===== config.mk =====
export PLATFORM = sky130hd
export DESIGN_NAME = cmp_arbiter
export DESIGN_NICKNAME = d
export VERILOG_FILES = /design/src/rtl/cmp_arb_pkg.sv /design/src/rtl/comp.sv /design/src/rtl/cmp_arbiter.sv
export SDC_FILE = /design/constraint.sdc
export NUM_CORES = 1
export LEC_CHECK = 0
export BUFFER_PORTS_ARGS = -buffer_cell sky130_fd_sc_hd__clkbuf_2
export CAP_MARGIN = 20
export CELL_PAD_IN_SITES_DETAIL_PLACEMENT = 1
export CELL_PAD_IN_SITES_GLOBAL_PLACEMENT = 1
export CORE_ASPECT_RATIO = 1.1
export CORE_MARGIN = 4
export CORE_UTILIZATION = 31
export CTS_BUF_LIST = sky130_fd_sc_hd__clkbuf_8
export CTS_CLUSTER_SIZE = 30
export DETAILED_ROUTE_END_ITERATION = 8
export GPL_ROUTABILITY_DRIVEN = 0
export PLACE_DENSITY = 0.82
export SYNTH_ARGS = -nofsm -noshare
export SYNTH_HDL_FRONTEND = slang
export SYNTH_SLANG_ARGS = --single-unit

===== constraint.sdc =====
create_clock -name clk -period 8.25 [get_ports clk]
set_clock_uncertainty 0.2 [all_clocks]
set_input_delay 1.65 -clock clk [delete_from_list [all_inputs] [get_ports clk]]
set_output_delay 1.65 -clock clk [all_outputs]
set_load 0.005 [all_outputs]

===== src/rtl/cmp_arb_pkg.sv =====
// Shared types for the comparator arbiter: op codes, request struct and result selection.
package cmp_arb_pkg;

  localparam int CMP_XLEN  = 32;
  localparam int CMP_TAG_W = 4;

  typedef logic [2:0] cmp_op_t;

  localparam cmp_op_t CMP_EQ   = 3'b000;
  localparam cmp_op_t CMP_NE   = 3'b001;
  localparam cmp_op_t CMP_SLT  = 3'b010;
  localparam cmp_op_t CMP_SLTU = 3'b011;
  localparam cmp_op_t CMP_LT   = 3'b100;
  localparam cmp_op_t CMP_GE   = 3'b101;
  localparam cmp_op_t CMP_LTU  = 3'b110;
  localparam cmp_op_t CMP_GEU  = 3'b111;

  typedef struct packed {
    cmp_op_t                op;
    logic [CMP_XLEN-1:0]    a;
    logic [CMP_XLEN-1:0]    b;
    logic [CMP_TAG_W-1:0]   tag;
  } cmp_req_t;

  // Bit order matches the rsp_flags port: {zero, slt, sltu}.
  typedef struct packed {
    logic zero;
    logic slt;
    logic sltu;
  } cmp_flags_t;

  function automatic logic cmp_select(input cmp_op_t op, input cmp_flags_t flags);
    logic res;
    case (op)
      CMP_EQ:             res = flags.zero;
      CMP_NE:             res = !flags.zero;
      CMP_SLT, CMP_LT:    res = flags.slt;
      CMP_GE:             res = !flags.slt;
      CMP_SLTU, CMP_LTU:  res = flags.sltu;
      default:            res = !flags.sltu;
    endcase
    return res;
  endfunction

endpackage


===== src/rtl/comp.sv =====
// Shared 32-bit comparator datapath: one subtractor yields equal, signed-less and unsigned-less.
module comp #(
  parameter int XLEN = 32
) (
  input  logic [XLEN-1:0] a,
  input  logic [XLEN-1:0] b,
  output logic            zero,
  output logic            slt,
  output logic            sltu
);

  logic [XLEN:0] diff;

  // The extra top bit of the widened subtraction is the unsigned borrow.
  assign diff = {1'b0, a} - {1'b0, b};
  assign zero = (diff[XLEN-1:0] == '0);
  assign sltu = diff[XLEN];
  // When the signs differ the subtraction may overflow; the sign of a decides alone.
  assign slt  = (a[XLEN-1] != b[XLEN-1]) ? a[XLEN-1] : diff[XLEN-1];

endmodule


===== src/rtl/cmp_arbiter.sv =====
// Round-robin arbiter sharing one comparator between branch (0) and ALU (1) requesters.
// Optional statistics counters are built when CMP_ARB_STATS_EN is defined.
module cmp_arbiter
  import cmp_arb_pkg::*;
#(
  // The request struct is sized by the package widths; keep these equal to them.
  parameter int XLEN  = CMP_XLEN,
  parameter int TAG_W = CMP_TAG_W
) (
  input  logic             clk,
  input  logic             rst,
  input  logic             req0_valid,
  output logic             req0_ready,
  input  logic [2:0]       req0_op,
  input  logic [XLEN-1:0]  req0_a,
  input  logic [XLEN-1:0]  req0_b,
  input  logic [TAG_W-1:0] req0_tag,
  input  logic             req1_valid,
  output logic             req1_ready,
  input  logic [2:0]       req1_op,
  input  logic [XLEN-1:0]  req1_a,
  input  logic [XLEN-1:0]  req1_b,
  input  logic [TAG_W-1:0] req1_tag,
  output logic             rsp_valid,
  input  logic             rsp_ready,
  output logic             rsp_id,
  output logic [TAG_W-1:0] rsp_tag,
  output logic             rsp_result,
  output logic [2:0]       rsp_flags
`ifdef CMP_ARB_STATS_EN
  ,
  output logic [31:0]      stat_grant0,
  output logic [31:0]      stat_grant1,
  output logic [31:0]      stat_stall
`endif
);

  logic       last;
  logic       can_acc;
  logic       grant0;
  logic       grant1;
  logic       accept;
  cmp_req_t   req0;
  cmp_req_t   req1;
  cmp_req_t   sel;
  cmp_flags_t flags;

  assign req0 = '{op: req0_op, a: req0_a, b: req0_b, tag: req0_tag};
  assign req1 = '{op: req1_op, a: req1_a, b: req1_b, tag: req1_tag};

  // Nothing is accepted during a reset cycle, so reset gates the stage-free term.
  assign can_acc    = !rst && (!rsp_valid || rsp_ready);
  assign grant0     = req0_valid && (!req1_valid || last);
  assign grant1     = req1_valid && (!req0_valid || !last);
  assign req0_ready = can_acc && grant0;
  assign req1_ready = can_acc && grant1;
  assign accept     = req0_ready || req1_ready;

  assign sel = grant1 ? req1 : req0;

  comp #(.XLEN(XLEN)) u_comp (
    .a    (sel.a),
    .b    (sel.b),
    .zero (flags.zero),
    .slt  (flags.slt),
    .sltu (flags.sltu)
  );

  // NOTE: all state is written with non-blocking assignments so every register
  // samples the pre-edge values of its peers regardless of statement order.
  always_ff @(posedge clk) begin
    if (rst) begin
      rsp_valid  <= 1'b0;
      rsp_id     <= 1'b0;
      rsp_tag    <= '0;
      rsp_result <= 1'b0;
      rsp_flags  <= '0;
      last       <= 1'b1;
    end else if (accept) begin
      rsp_valid  <= 1'b1;
      rsp_id     <= grant1;
      rsp_tag    <= sel.tag;
      rsp_result <= cmp_select(sel.op, flags);
      rsp_flags  <= flags;
      last       <= grant1;
    end else if (rsp_ready) begin
      rsp_valid  <= 1'b0;
    end
  end

`ifdef CMP_ARB_STATS_EN
  always_ff @(posedge clk) begin
    if (rst) begin
      stat_grant0 <= '0;
      stat_grant1 <= '0;
      stat_stall  <= '0;
    end else begin
      if (req0_ready) stat_grant0 <= stat_grant0 + 32'd1;
      if (req1_ready) stat_grant1 <= stat_grant1 + 32'd1;
      if (rsp_valid && !rsp_ready) stat_stall <= stat_stall + 32'd1;
    end
  end
`endif

endmodule

==> impl_metrics.json, run 1 <==
{
  "status": "completed",
  "drv_slew": 0,
  "drc": 0,
  "hold_class": "flip-flop to flip-flop",
  "synth-edff-count": 0,
  "swShare": 0.4882,
  "grt_pass1_wl_um": 20040,
  "path_clk_slew_ns": 0.05,
  "clock_sinks": 11,
  "antenna_cells": 0,
  "ys_seq_area_frac": 0.06395,
  "synth.top_cell.area_share": 0.1192,
  "fmax_ghz": 0.1291,
  "worstPathArrival_ns": 7.67,
  "max_cap_viol_count": 0,
  "synthTopCellsByArea": "mux2i_1 (12%), ha_1 (12%), mux2_2 (11%), dfxtp_1 (6.4%), a21oi_1 (6.3%)",
  "crit_required_ns": 8.18,
  "synth-seq-cells": 11,
  "numPortBuffers": 158,
  "clkPwrFrac": 0.104,
  "place_ws_ns": 0.1238,
  "final_layout_size_suffix_gt1_frac": 0.3727,
  "cp-end-kind": "flip-flop",
  "clkLatencyLatePin_ns": 0.24,
  "timing.rr.start": "last",
  "yosysWarningCount": 0,
  "power_leakage_nw": 2.088,
  "period_minus_slack_ns": 7.745,
  "synthArstFlopShare": 0,
  "p_sw_mw": 0.2578,
  "reg2reg_to": "rsp_result",
  "avgSynthCellArea_um2": 7.601,
  "netlist_area_um2": 3443,
  "dieArea_um2": 12860,
  "rsz0062_at_grt": "no",
  "setup_tns_ns": 0,
  "crit_fanout": 27,
  "final_cell_mix": "clkbuf_2 (158), mux2i_1 (41), a21oi_1 (41), nor2_1 (36), nand2_1 (35)",
  "grt.overflow.total": 0,
  "final_common_cell": "clkbuf_2",
  "final_nets": 783,
  "io_pins": 159,
  "holdWs_ns": 0.2660,
  "core-area_um2": 10910,
  "multi_input_area_um2": 3108,
  "syn_to_final_growth_pct": 29.94,
  "ant_nets": 0,
  "die_h_um": 118.5,
  "viasPerCell": 5.508,
  "seqPwrFrac": 0.116,
  "drt_iter0_drc": 153,
  "cts_made_buffers": 3,
  "drt_wl_total_um": 12220,
  "regToRegSetupSlack_ns": 1.69,
  "grt_pass1_vias": 4459,
  "hold_buffers": 0,
  "synthCells": 453,
  "hold_start": "rsp_id",
  "setup_viol": 0,
  "fin_crit_sh": 0.9388,
  "fillers": 1426,
  "cts_tree": "yes",
  "rows": 40,
  "synth_nets": 634,
  "reg2regPathDepth": 27,
  "setup_ws_ns": 0.5050,
  "htree_num_levels": 1,
  "final_hold_viol_count": 0,
  "start_kind": "input port",
  "relSlewSlack": 0.5203,
  "vias": 4120,
  "grt_use_total": 0.1851,
  "holdPathEnd": "rsp_id",
  "synth_flop_cell": "dfxtp_1",
  "p_int_mw": 0.2703,
  "dp_hpwl_um": 10670,
  "antenna_found_initial": 0,
  "clockRootBuffer": "clkbuf_8",
  "post_drt_wl_per_cell_um": 16.33,
  "synth.distinct_cells": 68,
  "regArea_um2": 220.2,
  "p_comb_frac": 0.780,
  "firstDrtPassIters": 4,
  "power_density_nw_per_um2": 118.0,
  "vdd_ir_drop_max_mv": 0.07373,
  "die_x_um": 108.5,
  "worstSetupPathType": "input port to flip-flop",
  "yosysTopAreaCell": "mux2i_1",
  "hold_depth": 2,
  "worst_pin_slew_ns": 0.7105,
  "grt_max_degree": 39,
  "clockBufferDepth": 2,
  "initial_core_util": 0.3156
}
[critical path: stages]
cell and delay, ns:
clkbuf_2 0.12, a21oi_4 0.17, buf_12 0.22, mux2_2 0.36
ha_1 0.44, o211a_1 0.20, o31a_1 0.26, o21ai_1 0.18
a211oi_2 0.30, o311ai_1 0.17, a21oi_1 0.24, a21oi_1 0.10
nor2_1 0.09, o21ai_0 0.09, nand2_1 0.09, a21oi_1 0.07
fa_1 0.50, nand2_1 0.07, a2111oi_2 0.33, nand3_1 0.12
nor4_1 0.25, and4_1 0.24, nand4_1 0.10, or4b_1 0.52
nor4b_1 0.26, nand4b_1 0.21, o211ai_1 0.24, a21oi_2 0.07
[worst max-delay path by stage]
stage                     from    endpoint  cells after the start
finish              req0_valid  rsp_result                     28
global route        req0_valid  rsp_result                     28
CTS                 req0_valid  rsp_result                     28
detailed placement  req0_valid  rsp_result                     28
global placement    req0_valid  rsp_result                     28
floorplan           req1_valid  rsp_result                     31
[per-layer routing]
| layer | up-vias | GRT usage | share of wire |
|---|---|---|---|
| met5 | - | 0 | 0 |
| met4 | 0 | 0.04183 | 0.015 |
| met3 | 16 | 0.02075 | 0.050 |
| met2 | 119 | 0.3609 | 0.53 |
| met1 | 1957 | 0.2088 | 0.40 |
| li1 | 2028 | - | - |
[cell families (layout without fill, tap and decap cells)]
| family | after synthesis | count (layout) | synth area share |
|---|---|---|---|
| fa+ha+maj | 34 | 34 | 0.1279 |
| simple gates | 144 | 144 | 0.2166 |
| xor+xnor | 16 | 16 | 0.04070 |
| buf+inv | 33 | 181 | 0.04070 |
| compound gates | 140 | 140 | 0.2798 |
| flops | 11 | 11 | 0.06395 |
| mux | 75 | 75 | 0.2304 |
[power by group through the flow]
stage	clock, mW	sequential (mW)	combinational (mW)
after detailed placement	0	0.0621	0.405
final	0.0550	0.0613	0.412
after global routing	0.0584	0.0617	0.458
after floorplan	0	0.0619	0.288
after CTS	0.0565	0.0612	0.407
after global placement	0	0.0620	0.393
[flip-flops by register name (all words and copies together) (netlist names)]
name	count
rsp_id	1
rsp_result	1
rsp_tag	4
last	1
rsp_valid	1
rsp_flags	3
[repair_timing]
item | in CTS | in global routing
resized for setup | 0 | 4
setup endpoints to repair | 0 | 2
buffers inserted | 0 | 4
[layout make-up]
| type | instances | share of cell area |
|---|---|---|
| Multi-Input combinational cell | 409 | 0.6946 |
| Timing Repair Buffer | 166 | 0.1957 |
| Sequential cell | 11 | 0.04922 |
| Tap cell | 147 | 0.04111 |
| Clock buffer | 3 | 0.009228 |
| Inverter | 11 | 0.009228 |
| Clock inverter | 1 | 0.0008389 |
[synth_stat cells (8+ instances only)]
cell       n
a21oi_1   43
a211oi_1  14
mux2i_1   41
nor2_1    36
mux2_2    34
nand4_1   10
xnor2_1    9
nor3_1    19
nand2_1   36
inv_1     11
a21o_1    13
clkbuf_1  14
o21ai_0   15
o21a_1     8
dfxtp_1   11
ha_1      32
[through the flow]
stage          instances  cell area [µm²]  total power, mW    util
6_report             748             4474           0.5281  0.4101
3_5_place_dp         740             4385           0.4667  0.4020
5_1_grt              748             4474           0.5782  0.4101
2_1_floorplan        453             3443           0.3501       -
3_3_place_gp         740             4385           0.4546  0.4020
4_1_cts              744             4431           0.5242  0.4061
Note: power is estimated with default switching activity, not from simulation.
==> inputs of run 2 (changes only) <==
Settings changed: CORE_UTILIZATION 31 to 30, CTS_BUF_LIST sky130_fd_sc_hd__clkbuf_8 to unset, PLACE_DENSITY 0.82 to 0.8.
==> run 2 against run 1 <==
Effect of this change:
- sequential cell count did not move
- die area rose by 3.1%
- sequential power barely moved
- largest power group unchanged
- fmax rose by 0.93%
- via count barely moved
- non-clock buffer count fell by 2
- utilization fell by 0.62 points
- critical path depth did not move
- cell count fell by 0.27%
- first-iteration DRC count fell by 49%
- global-route usage fell by 0.96 points
==> impl_metrics.json, run 2 (same netlist as run 1, synthesis figures left out) <==
{
  "final_layout_size_suffix_gt1_frac": 0.3639,
  "dp_hpwl_um": 10410,
  "status": "completed",
  "numPortBuffers": 158,
  "cts_tree": "yes",
  "hold_buffers": 0,
  "regToRegSetupSlack_ns": 1.77,
  "grt_pass1_vias": 4394,
  "cts_setup_buffers": 0,
  "final_nets": 781,
  "vdd_ir_drop_max_mv": 0.1088,
  "largest-register": "rsp_tag",
  "cts_made_buffers": 3,
  "syn_to_final_growth_pct": 29.72,
  "final_cell_mix": "clkbuf_2 (158), a21oi_1 (42), mux2i_1 (41), nand2_1 (36), nor2_1 (36)",
  "fin_crit_sh": 0.9302,
  "reg2reg_to": "rsp_result",
  "timing.rr.start": "last",
  "power_leakage_nw": 2.085,
  "rsz0062_at_grt": "no",
  "grt_max_degree": 46,
  "holdPathEnd": "rsp_id",
  "clkLatencyLatePin_ns": 0.24,
  "antenna_cells": 0,
  "ant_nets": 0,
  "max_cap_viol_count": 0,
  "grt_pass1_wl_um": 19620,
  "io_pins": 159,
  "crit_required_ns": 8.17,
  "initial_core_util": 0.3113,
  "hold_depth": 2,
  "hold_start": "rsp_id",
  "dieArea_um2": 13260,
  "hold_class": "flip-flop to flip-flop",
  "htree_num_levels": 1,
  "start_kind": "input port",
  "rows": 40,
  "post_drt_wl_per_cell_um": 16.12,
  "power_density_nw_per_um2": 125.0,
  "firstDrtPassIters": 4,
  "drc": 0,
  "crit_fanout": 45,
  "worstPathArrival_ns": 7.59,
  "viasPerCell": 5.521,
  "setup_tns_ns": 0,
  "relSlewSlack": 0.5735,
  "reg.largest.list": "rsp_tag: 4 flops, rsp_flags: 3 flops",
  "path_clk_slew_ns": 0.04,
  "grt_use_total": 0.1755,
  "cts_resized": 0,
  "fmax_ghz": 0.1303,
  "reg2regPathDepth": 27,
  "setup_viol": 0,
  "drv_slew": 0,
  "drt_iter0_drc": 78,
  "grt.overflow.total": 0,
  "clockRootBuffer": "clkbuf_16",
  "core-area_um2": 11060,
  "clock_sinks": 11,
  "vias": 4119,
  "final_common_cell": "clkbuf_2",
  "final_hold_viol_count": 0,
  "die_h_um": 120.4,
  "antenna_found_initial": 0,
  "final_core_util": 0.4038,
  "largest_reg_flops": 4,
  "cp-end-kind": "flip-flop",
  "drt_wl_total_um": 12020,
  "die_x_um": 110.2,
  "clockBufferDepth": 2,
  "period_minus_slack_ns": 7.674,
  "worst_pin_slew_ns": 0.6317,
  "startpoint": "req0_valid",
  "worstSetupPathType": "input port to flip-flop"
}
run 2: cell count changes in the layout (fill, tap and decap cells not counted), sizes merged:
cell    delta
buf        -2
clkbuf     +1
inv        -1
run 2: per-stage QoR:
step	power, mW	hold slack (ns)	setup slack [ns]	std cells	instance area, µm²
floorplan	0.3501	0.2481	0.2183	453	3443
CTS	0.5602	0.2617	0.5287	746	4467
detailed placement	0.4666	0.2564	0.3442	742	4388
global placement	0.4551	0.2419	0.5235	742	4388
global route	0.6096	0.2943	0.07131	746	4467
finish	0.5585	0.2593	0.5762	746	4467
run 2: worst max-delay path by stage:
stage          slack, ns    endpoint
6_report            0.58  rsp_result
5_1_grt             0.07  rsp_result
4_1_cts             0.53  rsp_result
3_5_place_dp        0.34  rsp_result
3_3_place_gp        0.52  rsp_result
2_1_floorplan       0.22  rsp_result
run 2: routing by layer:
| metal | routed length, µm | vias to the layer above | global-route usage |
|---|---|---|---|
| met5 | 0 | - | 0 |
| met4 | 128 | 0 | 0.03310 |
| met3 | 642 | 11 | 0.01815 |
| met2 | 6338 | 109 | 0.3376 |
| met1 | 4912 | 1960 | 0.2062 |
| li1 | - | 2039 | - |
run 2: layout make-up:
cell class | count | area (µm²)
Timing Repair Buffer | 164 | 848.3
Inverter | 11 | 41.29
Tap cell | 147 | 183.9
Clock buffer | 4 | 78.83
Fill cell | 1403 | 6594
Sequential cell | 11 | 220.2
Multi-Input combinational cell | 409 | 3094
run 2: where the power goes:
part | switching [mW] | total, mW | internal (mW)
logic | 0.230 | 0.407 | 0.176
registers | 0.00317 | 0.0614 | 0.0582
clock network | 0.0253 | 0.0903 | 0.0650
total | 0.259 | 0.558 | 0.300
run 2: critical path: stages:
cell,delay [ns]
clkbuf_2,0.12
a21oi_4,0.17
buf_12,0.26
mux2_2,0.38
ha_1,0.41
nand2_1,0.14
a211oi_1,0.23
o21ai_1,0.13
a211oi_1,0.39
o311ai_1,0.16
a21oi_1,0.25
a21oi_1,0.10
nor2_1,0.10
o21ai_0,0.09
nand2_1,0.09
a21oi_1,0.08
fa_1,0.49
nand2_1,0.06
a2111oi_2,0.32
nand3_1,0.12
nor4_1,0.21
and4_1,0.20
nand4_1,0.09
or4b_1,0.52
nor4b_1,0.26
nand4b_1,0.19
o211ai_1,0.26
a21oi_2,0.08
